[src/rtl/i_decode.sv]
// MIPS instruction decode stage: register file with write-through bypass,
// opcode-to-control decode, immediate sign extension and the ID/EX latch.
module i_decode (
  input  logic        clk,
  input  logic        rst,
  input  logic [31:0] IF_ID_instr,
  input  logic [31:0] IF_ID_npc,
  input  logic        MEM_WB_RegWrite,
  input  logic [4:0]  MEM_WB_writereg,
  input  logic [31:0] MEM_WB_writedata,
  input  logic        flush,
  output logic [1:0]  ID_EX_wb_ctl,
  output logic [2:0]  ID_EX_m_ctl,
  output logic        ID_EX_regdst,
  output logic        ID_EX_alusrc,
  output logic [1:0]  ID_EX_aluop,
  output logic [31:0] ID_EX_npc,
  output logic [31:0] ID_EX_readdat1,
  output logic [31:0] ID_EX_readdat2,
  output logic [31:0] ID_EX_sign_ext,
  output logic [4:0]  ID_EX_instr_2016,
  output logic [4:0]  ID_EX_instr_1511
);

  localparam logic [5:0] OP_RTYPE = 6'h00;
  localparam logic [5:0] OP_LW    = 6'h23;
  localparam logic [5:0] OP_SW    = 6'h2B;
  localparam logic [5:0] OP_BEQ   = 6'h04;

  logic [31:0] regs [32];

  logic [5:0]  opcode;
  logic [4:0]  rs_idx;
  logic [4:0]  rt_idx;
  logic [4:0]  rd_idx;
  logic [31:0] sign_ext;
  logic [31:0] rd_data1;
  logic [31:0] rd_data2;
  logic        wb_active;

  logic [1:0]  dec_wb;
  logic [2:0]  dec_m;
  logic        dec_regdst;
  logic        dec_alusrc;
  logic [1:0]  dec_aluop;

  assign opcode    = IF_ID_instr[31:26];
  assign rs_idx    = IF_ID_instr[25:21];
  assign rt_idx    = IF_ID_instr[20:16];
  assign rd_idx    = IF_ID_instr[15:11];
  assign sign_ext  = {{16{IF_ID_instr[15]}}, IF_ID_instr[15:0]};
  assign wb_active = MEM_WB_RegWrite && (MEM_WB_writereg != 5'd0);

  always_ff @(posedge clk) begin
    if (rst) begin
      for (int i = 0; i < 32; i++) regs[i] <= '0;
    end else if (wb_active) begin
      regs[MEM_WB_writereg] <= MEM_WB_writedata;
    end
  end

  // Writeback landing this cycle is forwarded so the reader sees it without waiting a cycle.
  function automatic logic [31:0] read_port(input logic [4:0] idx, input logic [31:0] arr_val);
    if (idx == 5'd0)
      return '0;
    else if (wb_active && (idx == MEM_WB_writereg))
      return MEM_WB_writedata;
    else
      return arr_val;
  endfunction

  assign rd_data1 = read_port(rs_idx, regs[rs_idx]);
  assign rd_data2 = read_port(rt_idx, regs[rt_idx]);

  always_comb begin
    dec_wb     = 2'b00;
    dec_m      = 3'b000;
    dec_regdst = 1'b0;
    dec_alusrc = 1'b0;
    dec_aluop  = 2'b00;
    case (opcode)
      OP_RTYPE: begin
        dec_regdst = 1'b1;
        dec_aluop  = 2'b10;
        dec_wb     = 2'b10;
      end
      OP_LW: begin
        dec_alusrc = 1'b1;
        dec_m      = 3'b010;
        dec_wb     = 2'b11;
      end
      OP_SW: begin
        dec_alusrc = 1'b1;
        dec_m      = 3'b001;
      end
      OP_BEQ: begin
        dec_aluop  = 2'b01;
        dec_m      = 3'b100;
      end
      default: ;
    endcase
  end

  always_ff @(posedge clk) begin
    if (rst) begin
      ID_EX_wb_ctl     <= '0;
      ID_EX_m_ctl      <= '0;
      ID_EX_regdst     <= 1'b0;
      ID_EX_alusrc     <= 1'b0;
      ID_EX_aluop      <= '0;
      ID_EX_npc        <= '0;
      ID_EX_readdat1   <= '0;
      ID_EX_readdat2   <= '0;
      ID_EX_sign_ext   <= '0;
      ID_EX_instr_2016 <= '0;
      ID_EX_instr_1511 <= '0;
    end else begin
      // Flush squashes only the control bundle; data still flows.
      ID_EX_wb_ctl     <= flush ? 2'b00 : dec_wb;
      ID_EX_m_ctl      <= flush ? 3'b000 : dec_m;
      ID_EX_regdst     <= flush ? 1'b0 : dec_regdst;
      ID_EX_alusrc     <= flush ? 1'b0 : dec_alusrc;
      ID_EX_aluop      <= flush ? 2'b00 : dec_aluop;
      ID_EX_npc        <= IF_ID_npc;
      ID_EX_readdat1   <= rd_data1;
      ID_EX_readdat2   <= rd_data2;
      ID_EX_sign_ext   <= sign_ext;
      ID_EX_instr_2016 <= rt_idx;
      ID_EX_instr_1511 <= rd_idx;
    end
  end

endmodule

[config.mk]
export PLATFORM = sky130hd
export DESIGN_NAME = i_decode
export DESIGN_NICKNAME = d
export VERILOG_FILES = /design/src/rtl/i_decode.sv
export SDC_FILE = /design/constraint.sdc
export NUM_CORES = 2
export LEC_CHECK = 0
export CORE_MARGIN = 2
export CORE_UTILIZATION = 30
export DETAILED_ROUTE_END_ITERATION = 8
export SYNTH_ARGS = -nofsm -noshare
export SYNTH_HDL_FRONTEND = slang
export SYNTH_SLANG_ARGS = --single-unit
export TNS_END_PERCENT = 20
[constraint.sdc]
create_clock -name clk -period 2.85 [get_ports clk]
set_clock_uncertainty 0.05 [all_clocks]
set_input_delay 0.855 -clock clk [delete_from_list [all_inputs] [get_ports clk]]
set_output_delay 0.855 -clock clk [all_outputs]
set_load 0.005 [all_outputs]
==> results.yml <==
status:
  status: "finished, final reports clean"
clocking:
  post_cts_buffers: 0
  clockBufferDepth: 3
  cts_tree: "yes"
  cts_num_sinks: 1148
  cts_resized: 7
  htreeDepth: 3
  cts.clk_slew.worst_paths_ps: 60
  clk_root_buffer_cell: "clkbuf_16"
  hold_buffers: 0
  clk-insertion-delay-late_ps: 780
  numCtsBuffers: 118
drt:
  viasPerCell: 5.617
  antenna_left: 0
  routedWlPerCell_um: 30.36
  num_vias: 40220
  drc: 0
  drtPass1Iterations: 5
  drtIter0Drc: 5564
  routed_wl_um: 217400
logic_synthesis:
  syn_inst: 3999
  synth-seq-cells: 1148
  yosys_warnings: 0
  syn-mean-instance-area_um2: 14.52
  synth-edff-count: 1024
  syn-cell-area_um2: 58060
  yosys_most_used_dff: "edfxtp_1"
  yosysUniqueCellTypes: 49
  synth-async-reset-ratio: 0
  yosysSeqAreaShare: 0.5724
cells_and_area:
  fillCellCount: 17870
  fin_util: 0.3770
  syn_to_final_growth_pct: 24.94
  nNetsFinal: 4629
  design_area_um2: 72530
  drive_above_1_share: 0.2676
setup_path:
  cp-start-kind: "register"
  cp_top_family: "buffers and inverters"
  end_kind: "primary output"
  worst-path-buf-inv: 1
  crit_path_cell_trace: "clkdlybuf4s50_1"
  worstSetupPathType: "reg -> out"
  r2r_start: "regs[0][16]"
  crit_slowest_cell: "clkdlybuf4s50_1"
  r2r_slack_ps: 640
  critPathMaxStageDelay_ps: 600
  cp_max_fo: 1
  arrival_ps: 1890
  crit_path_start: "ID_EX_readdat1[25]"
  critPathRequiredTime_ps: 1950
grt:
  grt_antenna_before_repair: 15
  grt_first_pass_wirelength_um: 303700
  globalRouteTotalUtil: 0.2158
  overflow: 0
  grt_max_degree: 77
  grt_pass1_vias: 39830
power:
  p_total_mw: 41.84
  ir_drop_mv: 0.5031
  p_per_area_nw_per_um2: 576.8
  p_leak_nw: 25.85
placed_design:
  gp_congestion: 0.9398
  dpl_cell_area_um2: 68460
  io_buffers: 251
  dpl.hpwl_um: 146700
timing:
  relSlewSlack: 0.3428
  fmax_ghz: 0.3573
  grt_setup_unrepaired: "no"
  period_share: 0.9821
  slew_viol_final: 0
  hold_viol: 0
  tns_ps: 0
  setup_viol: 0
  fin_crit_ps: 2799
  max_slew.worst_pin.slew_ps: 985.8
floorplanning:
  dieHeight_um: 443.9
  rows: 161
  core-area_um2: 192400
  ios: 252
  start_util: 0.3018
  die_x_um: 443.9
  dieArea_um2: 197100
worst_hold_path:
  hold_start: "IF_ID_instr[12]"
  hold_path_class: "in -> reg"
run:
  drv_cap: 0
state kept, by name (all words and copies together) (netlist names), 2 cells and up:
name / cells
ID_EX_m_ctl: 2
ID_EX_npc: 32
ID_EX_readdat1: 32
ID_EX_wb_ctl: 2
ID_EX_sign_ext: 16
ID_EX_readdat2: 32
regs: 1024
ID_EX_instr_2016: 5
synthesized netlist by cell type, types with 2 or more instances:
cell	n	share of area
a21oi_1	31	0.0027
a22oi_1	110	0.014
clkbuf_1	296	0.019
a32o_1	16	0.0028
dfxtp_1	124	0.043
buf_6	10	0.0019
nor2b_1	91	0.0098
nand3b_1	6	0.00078
mux4_2	386	0.15
nor4_1	5	0.00054
nor2_1	68	0.0044
a221oi_1	64	0.0097
a221o_1	33	0.0057
buf_4	39	0.0050
edfxtp_1	1024	0.53
nand2_1	38	0.0025
xnor2_1	8	0.0012
xor2_1	2	0.00030
nand3_1	3	0.00026
buf_2	82	0.0071
mux2i_1	284	0.049
mux2_2	2	0.00039
nor3_1	34	0.0029
a22o_1	15	0.0023
and2_0	2	0.00022
buf_1	22	0.0014
or3b_2	2	0.00030
inv_1	2	0.00013
a211oi_1	96	0.012
o22ai_1	31	0.0033
o221ai_1	31	0.0047
or2_2	32	0.0034
o21ai_1	32	0.0028
and2_1	963	0.10
kinds of logic (layout without fill, tap and decap cells):
group | after synthesis | count (layout) | share of synthesized area
AOI/OAI and AO/OA | 463 | 463 | 0.06134
xor gates and xnor gates | 10 | 10 | 0.001509
buffers and inverters | 451 | 1051 | 0.03474
DFF | 1148 | 1148 | 0.5724
muxes | 672 | 672 | 0.1991
other | 1 | 37 | 0.00006459
and+or+nand+nor | 1254 | 1254 | 0.1308
per-stage QoR:
| stage | cells | hold WS, ps | setup WS [ps] |
|---|---|---|---|
| after floorplan | 4030 | 724.2 | -4.887 |
| after detailed placement | 6930 | 769.6 | -670.4 |
| final | 7161 | 565.7 | 51.13 |
| after global placement | 6930 | 784.6 | -672.7 |
| after global routing | 7157 | 535.5 | 23.68 |
| after CTS | 7156 | 519.4 | 10.01 |
layout by cell type (no fill, tap or decap), types with 5 or more instances in the layout:
cell type	count
a211oi_1	96
a21oi_1	31
a221o_1	33
a221oi_1	64
a22o_1	15
a22oi_1	110
a32o_1	16
and2_1	963
buf_12	161
buf_4	413
bufinv_16	15
clkbuf_1	25
clkbuf_16	118
clkbuf_8	12
clkdlybuf4s50_1	242
clkinv_1	18
clkinv_2	23
conb_1	32
dfxtp_1	117
dfxtp_2	7
diode_2	5
edfxtp_1	1024
mux2i_1	284
mux4_2	386
nand2_1	38
nand3b_1	6
nor2_1	35
nor2_4	34
nor2b_1	88
nor3_1	34
nor4_1	5
o21ai_1	32
o221ai_1	31
o22ai_1	31
or2_2	31
xnor2_1	8
layout make-up:
cell class	count	area, um^2	area share
Multi-Input combinational cell	2431	23220	0.3202
Inverter	2	7.507	0.0001035
Antenna cell	5	12.51	0.0001725
Sequential cell	1148	33240	0.4583
Timing Repair Buffer	823	8840	0.1219
Tap cell	2526	3161	0.04357
Clock inverter	71	837.1	0.01154
Clock buffer	155	3212	0.04428
worst paths after layout:
| kind | to | depth (start not counted) |
|---|---|---|
| worst max-delay path | ID_EX_readdat1[25] | 1 |
| worst min-delay path | ID_EX_sign_ext[12] | 2 |
| worst max register to register | ID_EX_readdat1[16] | 6 |
| worst min register to register | ID_EX_readdat2[31] | 5 |
report_power, final:
part           switching, mW  internal [mW]  leakage (nW)  total [mW]
Clock                   7.05           9.33          1.98        16.4
Sequential             0.619           19.3          10.8        19.9
Combinational           2.91           2.65          13.1        5.56
per-layer routing:
layer	global-route usage	routed length (um)
met1	0.2838	83690
met5	0	0
met3	0.03982	21610
met2	0.3443	100700
met4	0.1023	11430
Power figures use the tool's default switching activity.
